[src/rtl/cfg_pkg.sv]
// cfg_pkg: shared constants, FSM state type and counter-width helper for cfg_frame_loader
package cfg_pkg;
  localparam logic [7:0] CFG_HDR  = 8'hA5;
  localparam logic [7:0] CRC_POLY = 8'h07;
  typedef enum logic [2:0] {IDLE, HDR, PAYLOAD, CRC, COMMIT, WAIT, READBACK} state_t;
  function automatic int clog2(input int v);
    for (int w = 0; w < 31; w++) if ((1 << w) >= v) return w;
    return 31;
  endfunction
endpackage

[src/rtl/cfg_frame_loader_if.sv]
// cfg_frame_loader_if: serial config bus
//   master: drives s_in/frame/read, observes s_out/cfg/cfg_valid/crc_err/hdr_err/busy
//   slave : the loader side
interface cfg_frame_loader_if #(parameter int N = 96) ();
  logic         s_in;
  logic         frame;
  logic         read;
  logic         s_out;
  logic [N-1:0] cfg;
  logic         cfg_valid;
  logic         crc_err;
  logic         hdr_err;
  logic         busy;
  modport master (output s_in, frame, read, input s_out, cfg, cfg_valid, crc_err, hdr_err, busy);
  modport slave  (input s_in, frame, read, output s_out, cfg, cfg_valid, crc_err, hdr_err, busy);
endinterface

[src/rtl/crc8_serial.sv]
// crc8_serial: bit-serial CRC-8 (poly 0x07, init 0, MSB first)
//   clk/reset: clock, async active-low reset; clr: sync clear; en: absorb d; crc: current remainder
module crc8_serial
  import cfg_pkg::*;
(
  input  logic       clk,
  input  logic       reset,
  input  logic       clr,
  input  logic       en,
  input  logic       d,
  output logic [7:0] crc
);
  logic [7:0] crc_q;
  always_ff @(posedge clk or negedge reset)
    if (!reset) crc_q <= '0;
    else if (clr) crc_q <= '0;
    else if (en) crc_q <= {crc_q[6:0], 1'b0} ^ ((crc_q[7] ^ d) ? CRC_POLY : 8'h00);
  assign crc = crc_q;
endmodule

[src/rtl/cfg_frame_loader.sv]
// cfg_frame_loader: framed, CRC-checked serial config loader with atomic commit and readback
//   clk  : serial bit clock
//   reset: async active-low reset
//   bus  : slave side of cfg_frame_loader_if (s_in, frame, read in; s_out, cfg, cfg_valid, crc_err, hdr_err, busy out)
module cfg_frame_loader
  import cfg_pkg::*;
#(
  parameter int           N         = 96,
  parameter logic [N-1:0] CFG_RESET = '0
) (
  input  logic                clk,
  input  logic                reset,
  cfg_frame_loader_if.slave   bus
);
  localparam int            CW        = clog2(N + 1);
  localparam logic [CW-1:0] LAST_PAY  = CW'(N - 1);
  localparam logic [CW-1:0] LAST_BYTE = CW'(7);
  localparam logic [CW-1:0] RB_DONE   = CW'(N);
  state_t        state_q;
  logic [CW-1:0] cnt_q;
  logic [7:0]    sh_q;
  logic [N-1:0]  stage_q, cfg_q, rb_q;
  logic          valid_q, crc_err_q, hdr_err_q, s_out_q;
  logic [7:0]    crc;
  logic [7:0]    byte_in;
  logic          start;
  // header and CRC fields share one byte shifter; byte_in is the byte completed by this edge
  assign byte_in = {sh_q[6:0], bus.s_in};
  // a rising frame in READBACK is treated exactly like IDLE with frame=1
  assign start   = bus.frame && (state_q == IDLE || state_q == READBACK);
  crc8_serial u_crc (
    .clk   (clk),
    .reset (reset),
    .clr   (start),
    .en    (state_q == PAYLOAD && bus.frame),
    .d     (bus.s_in),
    .crc   (crc)
  );
  always_ff @(posedge clk or negedge reset)
    if (!reset) begin
      state_q   <= IDLE;
      cnt_q     <= '0;
      sh_q      <= '0;
      stage_q   <= '0;
      cfg_q     <= CFG_RESET;
      rb_q      <= '0;
      valid_q   <= 1'b0;
      crc_err_q <= 1'b0;
      hdr_err_q <= 1'b0;
      s_out_q   <= 1'b0;
    end else begin
      valid_q <= 1'b0;
      if (start) begin
        state_q   <= HDR;
        cnt_q     <= CW'(1);
        sh_q      <= {7'b0, bus.s_in};
        crc_err_q <= 1'b0;
        hdr_err_q <= 1'b0;
        s_out_q   <= 1'b0;
      end else begin
        case (state_q)
          IDLE:
            if (bus.read) begin
              rb_q    <= cfg_q;
              cnt_q   <= '0;
              state_q <= READBACK;
            end
          HDR, PAYLOAD, CRC:
            if (!bus.frame) state_q <= IDLE;
            else begin
              sh_q  <= byte_in;
              cnt_q <= cnt_q + CW'(1);
              if (state_q == PAYLOAD) stage_q <= {stage_q[N-2:0], bus.s_in};
              if (state_q == PAYLOAD && cnt_q == LAST_PAY) begin
                state_q <= CRC;
                cnt_q   <= '0;
              end else if (state_q != PAYLOAD && cnt_q == LAST_BYTE) begin
                cnt_q <= '0;
                if (state_q == HDR) begin
                  state_q   <= (byte_in == CFG_HDR) ? PAYLOAD : WAIT;
                  hdr_err_q <= byte_in != CFG_HDR;
                end else begin
                  state_q   <= (byte_in == crc) ? COMMIT : WAIT;
                  crc_err_q <= byte_in != crc;
                end
              end
            end
          COMMIT: begin
            cfg_q   <= stage_q;
            valid_q <= 1'b1;
            state_q <= WAIT;
          end
          WAIT:
            if (!bus.frame) state_q <= IDLE;
          READBACK:
            if (cnt_q == RB_DONE) begin
              state_q <= IDLE;
              s_out_q <= 1'b0;
            end else begin
              s_out_q <= rb_q[N-1];
              rb_q    <= {rb_q[N-2:0], 1'b0};
              cnt_q   <= cnt_q + CW'(1);
            end
          default: state_q <= IDLE;
        endcase
      end
    end
  assign bus.cfg       = cfg_q;
  assign bus.cfg_valid = valid_q;
  assign bus.crc_err   = crc_err_q;
  assign bus.hdr_err   = hdr_err_q;
  assign bus.s_out     = s_out_q;
  assign bus.busy      = state_q != IDLE;
endmodule

[src/flat_wrapper.sv]
// flat-port wrapper written by rule: the top's interface ports become plain ports
module cfg_frame_loader_flat import cfg_pkg::*;
#(
  parameter int           N         = 96,
  parameter logic [N-1:0] CFG_RESET = '0
)
  (clk, reset, bus_s_in, bus_frame, bus_read, bus_s_out, bus_cfg, bus_cfg_valid, bus_crc_err, bus_hdr_err, bus_busy);
  cfg_frame_loader_if #(.N(N)) bus_i ();
  input  logic clk;
  input  logic reset;
  input wire logic [$bits(bus_i.s_in)-1:0] bus_s_in;
  input wire logic [$bits(bus_i.frame)-1:0] bus_frame;
  input wire logic [$bits(bus_i.read)-1:0] bus_read;
  output wire logic [$bits(bus_i.s_out)-1:0] bus_s_out;
  output wire logic [$bits(bus_i.cfg)-1:0] bus_cfg;
  output wire logic [$bits(bus_i.cfg_valid)-1:0] bus_cfg_valid;
  output wire logic [$bits(bus_i.crc_err)-1:0] bus_crc_err;
  output wire logic [$bits(bus_i.hdr_err)-1:0] bus_hdr_err;
  output wire logic [$bits(bus_i.busy)-1:0] bus_busy;
  assign bus_i.s_in = bus_s_in;
  assign bus_i.frame = bus_frame;
  assign bus_i.read = bus_read;
  assign bus_s_out = bus_i.s_out;
  assign bus_cfg = bus_i.cfg;
  assign bus_cfg_valid = bus_i.cfg_valid;
  assign bus_crc_err = bus_i.crc_err;
  assign bus_hdr_err = bus_i.hdr_err;
  assign bus_busy = bus_i.busy;
  cfg_frame_loader #(.N(N), .CFG_RESET(CFG_RESET)) u_core (.clk(clk), .reset(reset), .bus(bus_i));
endmodule
[config.mk]
export PLATFORM = sky130hd
export DESIGN_NAME = cfg_frame_loader_flat
export DESIGN_NICKNAME = d
export VERILOG_FILES = /design/src/rtl/cfg_pkg.sv /design/src/rtl/cfg_frame_loader_if.sv /design/src/rtl/crc8_serial.sv /design/src/rtl/cfg_frame_loader.sv /design/src/flat_wrapper.sv
export SDC_FILE = /design/constraint.sdc
export NUM_CORES = 1
export LEC_CHECK = 0
export ABC_AREA = 1
export CAP_MARGIN = 20
export CORE_MARGIN = 3
export CORE_UTILIZATION = 58
export CTS_CLUSTER_DIAMETER = 200
export CTS_CLUSTER_SIZE = 24
export DETAILED_ROUTE_END_ITERATION = 10
export GPL_TIMING_DRIVEN = 0
export HOLD_SLACK_MARGIN = 0.12
export PLACE_DENSITY_LB_ADDON = 0.25
export REMOVE_ABC_BUFFERS = 1
export SYNTH_ARGS = -nofsm -noshare
export SYNTH_HDL_FRONTEND = slang
export SYNTH_SLANG_ARGS = --single-unit
[constraint.sdc]
create_clock -name clk -period 2.3 [get_ports clk]
set_clock_uncertainty 0.1 [all_clocks]
set_input_delay 0.345 -clock clk [delete_from_list [all_inputs] [get_ports clk]]
set_output_delay 0.345 -clock clk [all_outputs]
set_load 0.005 [all_outputs]
==> Word-level counts from Yosys, hierarchy flattened <==
Cells that the tools add are included.
{ "classes": {"n_addsub": 1, "n_eq_ne": 24, "muxes": 44, "n_bitwise": 3, "reduce_logical": 24} }
{ "op_table": {"columns": ["operator", "n"], "rows": [
  ["2-to-1 mux 96 bit", 2],
  ["case mux 96 bit (2 select lines)", 1],
  ["2-to-1 mux 7 bit", 9],
  ["2-to-1 mux 3 bit", 10],
  ["case mux 7 bit (3 select lines)", 1],
  ["2-to-1 mux 1 bit", 18],
  ["!= test 3 x 2 -> 1 bit, second input constant", 6],
  ["2-to-1 mux 8 bit", 2],
  ["AND reduction 4 bit", 4],
  ["case mux 3 bit (5 select lines)", 1],
  ["== test 7 bit, second input constant", 2],
  ["nonzero test 2 bit", 7],
  ["AND reduction 5 bit", 2],
  ["== test 3 bit, second input constant", 3],
  ["== test 8 bit", 1],
  ["== test 8 bit, second input constant", 1],
  ["!= test 8 bit", 1],
  ["!= test 8 bit, second input constant", 1],
  ["bitwise XOR 8 x 3 -> 8 bit", 1],
  ["adder 7 x 1 -> 7 bit, second input constant", 1],
  ["== test 7 x 3 -> 1 bit, second input constant", 1],
  ["== test 3 x 2 -> 1 bit, second input constant", 2],
  ["!= test 5 x 2 -> 1 bit, second input constant", 1],
  ["logical AND 1 bit", 4],
  ["11 further kinds", 14]
]} }
{ "totals": {"reg_bits": 317, "input_bits": 5, "out_inout_bits": 101, "elab_cells": 107} }

==> Logic depth before layout (Yosys ltp) <==
Gate-level depths: netlist of the first run.
{ "logic_depth": {"depth_word": 8, "ltp_mapped": 12, "mapped_depth_nobuf": 12} }

==> Modules after synthesis <==
From an unflattened synthesis of the first run, not the netlist that was laid out.
{ "hier_totals": {"cells_unflattened": 1478, "area_unflattened_um2": 13409.1} }
{ "modules_own_cells": {"columns": ["module", "n_inst", "cells_each", "area_per_inst_um2", "seq_area_each_um2"], "rows": [
  ["cfg_frame_loader", 1, 1436, 13045.0, 7732.4],
  ["crc8_serial", 1, 42, 364.1, 200.2]
]} }

==> Least setup slack after synthesis of the first run <==
No wires, ideal clock.
{ "synth_path": {"kind": "reg-to-reg", "startpoint": "register u_core.state_q[0]", "endpoint": "register u_core.rb_q[0]", "setup_ns": 0.126, "arrival_time_ns": 1.464, "required_time_ns": 2.074, "path_slack_ns": 0.610, "path_stages_with_launch": 9, "n_path_buf": 2, "synth_period_minus_slack_ns": 1.690, "cell_sequence": "dfrtp_1 > nor2_1 > nand2_2 > nand2_2 > nand2_2 > nor3_4 > buf_4 > buf_2 > o21ai_0"} }
{ "synth_via": {"elab_chain_cells": 5, "word_cells_on_any_way": 10, "cone_classes": "3 x eq/ne; 1 x mux; 1 x bitwise; 5 x reduce/logical"} }
{ "synth_lines": {"columns": ["item", "line", "source"], "rows": [
  ["start: declaration", "cfg_frame_loader.sv:19", "state_t state_q;"],
  ["start signal: assignment", "cfg_frame_loader.sv:80", "state_q <= (byte_in == CFG_HDR) ? PAYLOAD : WAIT;"],
  ["start signal: assignment", "cfg_frame_loader.sv:83", "state_q <= (byte_in == crc) ? COMMIT : WAIT;"],
  ["== test 3 bit / logical NOT 3 bit (equally long branches)", "cfg_frame_loader.sv:30, cfg_frame_loader.sv:61", null],
  ["logical OR 1 bit", "cfg_frame_loader.sv:30", "assign start = bus.frame && (state_q == IDLE || state_q == READBACK);"],
  ["logical AND 1 bit", "cfg_frame_loader.sv:30", null],
  ["NOT 1 bit (no line)", null, null],
  ["AND reduction 4 bit (no line)", null, null],
  ["end signal: assignment", "cfg_frame_loader.sv:64", "rb_q <= cfg_q;"],
  ["end signal: assignment", "cfg_frame_loader.sv:101", "rb_q <= {rb_q[N-2:0], 1'b0};"],
  ["end: declaration", "cfg_frame_loader.sv:22", "logic [N-1:0] stage_q, cfg_q, rb_q;"]
]} }
Several ways; a longest one is shown, not always the timed one.
A chain may end at the register's enable or synchronous reset.

==> Worst setup path in the final report of the first run <==
{ "layout_path": {"startpoint": "register u_core.state_q[0]", "endpoint": "register u_core.cfg_q[80], in the netlist u_core.bus.cfg[80]"} }
{ "layout_via": {"elab_chain_cells": 5, "word_cells_on_any_way": 7, "cone_classes": "2 x eq/ne; 1 x bitwise; 4 x reduce/logical"} }
{ "layout_lines": {"columns": ["item", "line", "source"], "rows": [
  ["== test 3 bit / logical NOT 3 bit (equally long branches)", "cfg_frame_loader.sv:30", null],
  ["logical OR 1 bit", "cfg_frame_loader.sv:30", null],
  ["logical AND 1 bit", "cfg_frame_loader.sv:30", null],
  ["NOT 1 bit (no line)", null, null],
  ["AND reduction 2 bit (no line) (*)", null, null],
  ["end signal: assignment", "cfg_frame_loader.sv:89", "cfg_q <= stage_q;"],
  ["end: declaration", "cfg_frame_loader.sv:22", null]
]} }
Mark *: on every way between the ends. The rest lies on a longest branch, timed or not.

==> results of run 1 <==
placed cells by master (no fill, tap or decap), types with 2 or more instances in the layout:
cell type          n
nor2_1            26
xnor2_1            6
buf_12             6
o21ai_1           72
ha_1               2
a21oi_1            7
buf_16             6
o21ai_0          231
clkbuf_16         19
o211ai_1          95
buf_8              2
nand4_1            4
dfrtp_1          316
buf_6              2
clkdlybuf4s50_1  104
inv_1            226
buf_4             10
nand2_1          342
nand3_1           16
xor2_1             4
nor3_1             4
nor2_2             2
o22ai_1            8
nand2_2            3
worst paths after layout:
check / startpoint / endpoint / slack, ns / cells after the start
worst min register to register: u_core.stage_q[24] / u_core.stage_q[25] / 0.39 / 2
worst max register to register: u_core.state_q[0] / u_core.bus.cfg[80] / 0.1 / 7
worst min-delay path: reset / u_core.rb_q[72] / 0.33 / 2
worst max-delay path: u_core.state_q[0] / u_core.bus.cfg[80] / 0.1 / 7
min in group clk: u_core.stage_q[24] / u_core.stage_q[25] / 0.39 / 2
max in group asynchronous: reset / u_core.bus.cfg[4] / 0.74 / 3
logic make-up after synthesis:
group                    after synthesis  share of synthesized area [%]
AO/OA/AOI/OAI                        415                           17.6
AND/OR/NAND/NOR                      400                           11.8
flip-flops                           317                           59.9
buffers and inverters                315                           9.87
XOR/XNOR                              10                          0.661
adder cells (fa/ha/maj)                2                          0.189
layout make-up:
class	instances	area [um^2]	share of cell area [%]
Tap cell	280	350	2.31
Timing Repair Buffer	133	1510	10.0
Sequential cell	317	7930	52.4
Clock inverter	1	20.0	0.132
Inverter	229	872	5.76
Clock buffer	17	425	2.81
Multi-Input combinational cell	828	4030	26.6
power groups by stage:
stage	sequential, uW	clock, uW	combinational [uW]
finish	9460	3090	7040
detailed placement	9550	0	6940
global route	9770	3380	8090
floorplan	9350	0	3910
global placement	9530	0	6390
CTS	9460	3200	7060
metal layers:
layer	part of all wire (%)	wire, um
met5	0	0
met4	1.5	399
met3	3.7	962
met2	47	12200
met1	48	12400
timing repair:
| item | 4_1_cts | 5_1_grt |
|---|---|---|
| cloned | 1 | 2 |
| endpoints found under the setup margin | 85 | 166 |
| hold endpoints to repair | 80 | 0 |
| gates resized for setup | 0 | 7 |
| pin swaps | 2 | 2 |
| buffers inserted | 2 | 10 |
| hold buffers | 1 | 0 |
stage by stage:
stage	instance area, um^2	hold slack [ns]	total power [uW]	TNS [ns]
6_report	15100	0.327	19600	0
4_1_cts	15100	0.337	19700	0
3_5_place_dp	14600	0.278	16500	-29.01
3_3_place_gp	14200	0.363	15900	-5132.34
2_1_floorplan	12800	-0.0506	13300	-556.63
5_1_grt	15100	0.364	21200	-0.0464
worst max-delay path, cell delays in order (launching register included):
cell and delay [ns]:
dfrtp_1 0.43, nor2_2 0.19, inv_1 0.10, nor2_1 0.33, inv_6 0.19, buf_16 0.28, nand2_1 0.16, o21ai_0 0.12
flip-flops by register name, summed over array words and instances (netlist names):
| signal | count |
|---|---|
| u_core.bus.crc_err | 1 |
| u_core.bus.cfg_valid | 1 |
| u_core.stage_q | 96 |
| u_core.sh_q | 7 |
| u_core.cnt_q | 7 |
| u_core.rb_q | 96 |
| u_core.u_crc.crc | 8 |
| u_core.bus.hdr_err | 1 |
| u_core.bus.s_out | 1 |
| u_core.bus.cfg | 96 |
| u_core.state_q | 3 |
==> summary.md, run 1 <==
| Metric | Value |
|---|---|
| Maximum clock rate | 0.454 GHz |
| Pins Over Slew Limit | 0 |
| Worst skew pair latency | 0.50 ns |
| Post-DP HPWL | 15,800 um |
| Nets | 1,533 |
| Max-Slew Margin vs Limit | 58.0% |
| Tmin final | 2.20 ns |
| Cells after synthesis | 1,459 |
| Die Height | 157 um |
| Hold crit path type | primary input to async pin |
| Seq/Total Area, Yosys | 59.9% |
| CTS tree | built |
| DRC | 0 |
| Yosys reg bits | 317 |
| Wire length per cell | 14.4 um |
| Routing usage on met1 | 30.0% |
| Clock Tree Buf Depth | 3 |
| Vias in the first global route | 9,121 |
| GR Util All Layers | 20.7% |
| Count leader, synth | nand2_1 |
| Share of layout cells above drive strength 1 | 3.80% |
| Combinational share of power | 35.9% |
| Initial antenna violation count | 0 |
| Mapped Avg Cell Area | 9.08 um^2 |
| Die footprint | 0.0247 mm^2 |
| ANT cells | 0 |
| Final Hold Fails | 0 |
| Routability Congestion | 0.853 |
| GRT met2 Usage | 33.9% |
| Via count | 9,543 |
| Mapped Area | 0.0132 mm^2 |
| Clock power share | 15.7% |
| Max-Cap Viols | 0 |
| Total global routing overflow | 0 |
| Placed Cells | 1,773 |
| Global routing's busiest layer | met2 |
| Synth-to-layout area growth | 14.3% |
| Clk sinks | 317 |
| Final Non-Filler Cells | 1,805 |
| Root Buffer | clkbuf_16 |
| Switching share of power | 35.5% |
| Synth top area cells | dfrtp_1, nand2_1, o21ai_0 |
| Pre-CTS setup slack | -0.543 ns |
| Switching power | 6960 uW |
| Worst Path Arrival | 2.44 ns |
| Top_reg_cell synth | dfrtp_1 |
| Setup WS post-layout | 0.0991 ns |
| Drt pass-1 iters | 5 |
| Power share of the sequential group | 48.3% |
| # setup viols final | 0 |
| I/O pins | 106 |
| Leakage | 0.00685 uW |
| CTS clk-pin slew, worst paths | 0.10 ns |
| Initial DRC count | 732 |
| Pwr Density | 1290 mW/mm^2 |
| Area leader, netlist | dfrtp_1 |
| Met3 GRT Util | 3.57% |
| Period utilization | 95.7% |
| Area share of the largest cell type after synthesis | 59.9% |
| VDD IR-drop max | 1050 uV |
| WS Path Type | flop to flop |
| WL final | 25,900 um |
| Initial Util | 59.8% |
| Unique masters post-synth | 26 |
| Fraction of registers with async set or reset after synthesis | 100% |
| CTS buffer count | 17 |
| Largest net degree at the start of global routing | 156 |
| EDFF count, synth | 0 |
| Crit end category | flop |
| FP Rows | 54 |
| Width of the chip | 157 um |
| H-Tree Depth | 1 |
| Crit-path max FO | 155 |
| Final core occ | 68.3% |
| Synth Warn # | 0 |
| Remaining antenna violation count | 0 |
| P_int | 12,600 uW |
| Status | complete, no violations |
| Synth top cells by count | nand2_1, dfrtp_1, o21ai_0 |
| Crit path launch type | flop |
| Area of the core | 0.0222 mm^2 |
| Via-per-instance ratio | 5.29 |
| Fillcell total | 1,822 |
| Number of buffers added on ports | 105 |
| First-pass GRT wire length | 43,500 um |
| Critical path required time | 2.54 ns |
| Least-Margin Pin Slew | 0.630 ns |
No activity file was read; power rests on OpenSTA's default activity.
==> run 2, diff against run 1 <==
--- a/config.mk
+++ b/config.mk
@@ -16,6 +16,7 @@
 export HOLD_SLACK_MARGIN = 0.12
 export PLACE_DENSITY_LB_ADDON = 0.25
 export REMOVE_ABC_BUFFERS = 1
+export SETUP_SLACK_MARGIN = 0.15
 export SYNTH_ARGS = -nofsm -noshare
 export SYNTH_HDL_FRONTEND = slang
 export SYNTH_SLANG_ARGS = --single-unit
==> run 2 against run 1 <==
Against the previous run: clock power about the same; sequential cell count unchanged; non-clock buffer count up 14; worst hold slack better by 0.0043 ns; sequential share of layout area down 1.2 points; via count up 2.0%; wire length up 5.0%; combinational power up 7.8%; utilization up 1.6 points; total power up 2.9%; critical path type unchanged; critical endpoint is now u_core.rb_q[36]; highest routed layer unchanged.
==> summary.md, run 2 (same netlist as run 1, synthesis figures left out) <==
| Metric | Value |
|---|---|
| Status | complete, no violations |
| Critical path required time | 2.58 ns (+0.04 ns) |
| P_int | 13,000 uW (+3.0%) |
| Tmin final | 2.09 ns (-0.114 ns) |
| Worst reg2reg path depth | 12 (+5) |
| Power share of the sequential group | 47.0% (-1.3 points) |
| Power consumption | 20,200 uW (+2.9%) |
| TNS Setup | 0 ns (unchanged) |
| Global routing's busiest layer | met2 |
| Period utilization | 90.7% (-5.0 points) |
| Least-Margin Pin Slew | 0.628 ns (-0.00139 ns) |
| Reg area | 0.00793 mm^2 (unchanged) |
| Maximum clock rate | 0.479 GHz (+5.5%) |
| Clock Tree Buf Depth | 3 (unchanged) |
| Drt pass-1 iters | 5 (unchanged) |
| CP top delay family | buffers and inverters |
| WL final | 27,200 um (+5.0%) |
| Routing usage on met1 | 31.7% (+1.6 points) |
| Clk sinks | 317 (unchanged) |
| Routability Congestion | 0.853 (unchanged) |
| H-Tree Depth | 1 (unchanged) |
| Initial Util | 59.8% (unchanged) |
| Max-Slew Margin vs Limit | 58.1% (+0.093 points) |
| CTS buffer count | 17 (unchanged) |
| Met3 GRT Util | 3.68% (+0.11 points) |
| First-pass GRT wire length | 45,400 um (+4.4%) |
| Commonest non-fill, non-tap cell in the layout | nand2_1 |
| Clock power share | 15.3% (-0.4 points) |
| DRC | 0 (unchanged) |
| Remaining antenna violation count | 0 (unchanged) |
| # setup viols final | 0 (unchanged) |
| Most frequent cells in the layout | nand2_1, dfrtp_1, o21ai_0, inv_1, clkdlybuf4s50_1 |
| Largest net degree at the start of global routing | 156 (unchanged) |
| Levels on crit path | 12 (+5) |
| GR Util All Layers | 21.9% (+1.1 points) |
| Nets | 1,547 (+0.91%) |
| Pins Over Slew Limit | 0 (unchanged) |
| Switching power | 7150 uW (+2.7%) |
| Fillcell total | 1,771 (-2.8%) |
| Number of buffers added on ports | 105 (unchanged) |
| Cell Chain, Critical Path | inv_2 > nand2_1 > inv_2 > nand2_8 > nor2_2 > nor3_4 > buf_6 > buf_16 > buf_16 > clkbuf_16 > o211ai_1 > o21ai_0 |
| Root Buffer | clkbuf_16 |
| Worst skew pair latency | 0.51 ns (about the same) |
| Crit-path max FO | 8 (-95%) |
| CTS tree | built |
| Width of the chip | 157 um (unchanged) |
| Via-per-instance ratio | 5.35 (+1.2%) |
| Area of the core | 0.0222 mm^2 (unchanged) |
| RSZ-0062 raised after global routing | yes |
| Hold crit path type | primary input to async pin |
| Slowest CP cell | dfrtp_1 |
| Total global routing overflow | 0 (unchanged) |
| Die Height | 157 um (unchanged) |
| GRT met2 Usage | 35.3% (+1.5 points) |
| Die footprint | 0.0247 mm^2 (unchanged) |
| I/O pins | 106 (unchanged) |
| Multi-input logic area | 0.00406 mm^2 (+0.71%) |
| Synth-to-layout area growth | 17.0% |
| CTS clk-pin slew, worst paths | 0.09 ns (about the same) |
| Share of layout cells above drive strength 1 | 5.13% (+1.3 points) |
| Hold Worst Slack | 0.331 ns (+0.00433 ns) |
| Leakage | 0.00699 uW (+2.1%) |
| Number of buffers and inverters on the critical path | 6 (+3) |
| Initial antenna violation count | 0 (unchanged) |
| Post-DP HPWL | 15,800 um (unchanged) |
| ANT cells | 0 (unchanged) |
| Switching share of power | 35.5% (-0.067 points) |
| Crit end category | flop |
| Combinational share of power | 37.7% (+1.8 points) |
| Crit path launch type | flop |
| Final Hold Fails | 0 (unchanged) |
| VDD IR-drop max | 1090 uV (+3.5%) |
| Via count | 9,733 (+2.0%) |
| WS Path Type | flop to flop |
| Pwr Density | 1300 mW/mm^2 (+0.45%) |
| CP max stage delay | 0.44 ns (about the same) |
| Worst Path Arrival | 2.36 ns (-0.08 ns) |
| Final core occ | 70.0% (+1.6 points) |
| Max-Cap Viols | 0 (unchanged) |
| Wire length per cell | 15.0 um (+4.1%) |
| Initial DRC count | 735 (+0.41%) |
| FP Rows | 54 (unchanged) |
| Vias in the first global route | 9,343 (+2.4%) |
==> run 2: changes by cell type in the layout (fill, tap and decap cells not counted), moves of 3 or more <==
cell and change:
bufbuf_16 +3, clkbuf_16 +4, buf_16 +3, nor2_1 -5, nor2_2 +5
==> run 2: area by class of cell <==
class | instances | area share, %
inverters | 229 | 5.66
multi-input cells | 828 | 26.2
repair buffers | 147 | 11.9
clock inverters | 1 | 0.129
clock buffers | 17 | 2.74
well taps | 280 | 2.26
flip-flops and latches | 317 | 51.2
==> run 2: routing by layer <==
metal / vias to the layer above / part of all wire [%] / wire (um)
met5: - / 0 / 0
met4: 0 / 1.8 / 493
met3: 34 / 4.3 / 1160
met2: 183 / 47 / 12900
met1: 4683 / 47 / 12700
li1: 4833 / - / -
==> run 2: metrics by stage <==
| step | setup slack [ns] | instance area, um^2 | std cells |
|---|---|---|---|
| finish | 0.214 | 15500 | 1819 |
| CTS | 0.134 | 15300 | 1807 |
| global route | 0.120 | 15500 | 1819 |
| global placement | -12.84 | 14200 | 1758 |
| floorplan | -2.58 | 12800 | 1373 |
| detailed placement | -0.543 | 14600 | 1773 |
==> run 2: power by group through the flow <==
stage               Sequential [uW]  Combinational (uW)  Clock (uW)
floorplan                      9350                3910           0
CTS                            9460                7320        3200
finish                         9470                7590        3080
global placement               9530                6390           0
global route                   9780                8640        3380
detailed placement             9550                6940           0
==> run 2: path summary, 6_finish.rpt <==
path	startpoint	to	slack, ns
hold reg to reg	u_core.stage_q[9]	u_core.stage_q[10]	0.38
min in group clk	u_core.stage_q[9]	u_core.stage_q[10]	0.38
setup reg to reg	u_core.state_q[0]	u_core.rb_q[36]	0.21
hold / removal	reset	u_core.stage_q[74]	0.33
setup / recovery	u_core.state_q[0]	u_core.rb_q[36]	0.21
max in group asynchronous	reset	u_core.bus.cfg[1]	0.75
==> run 2: timing repair <==
action	4_1_cts	5_1_grt
gates cloned	4	6
buffers inserted	11	6
pin swaps	3	0
endpoints found under the hold margin	80	0
setup endpoints to repair	122	186
resized for setup	5	16
hold buffers	1	0
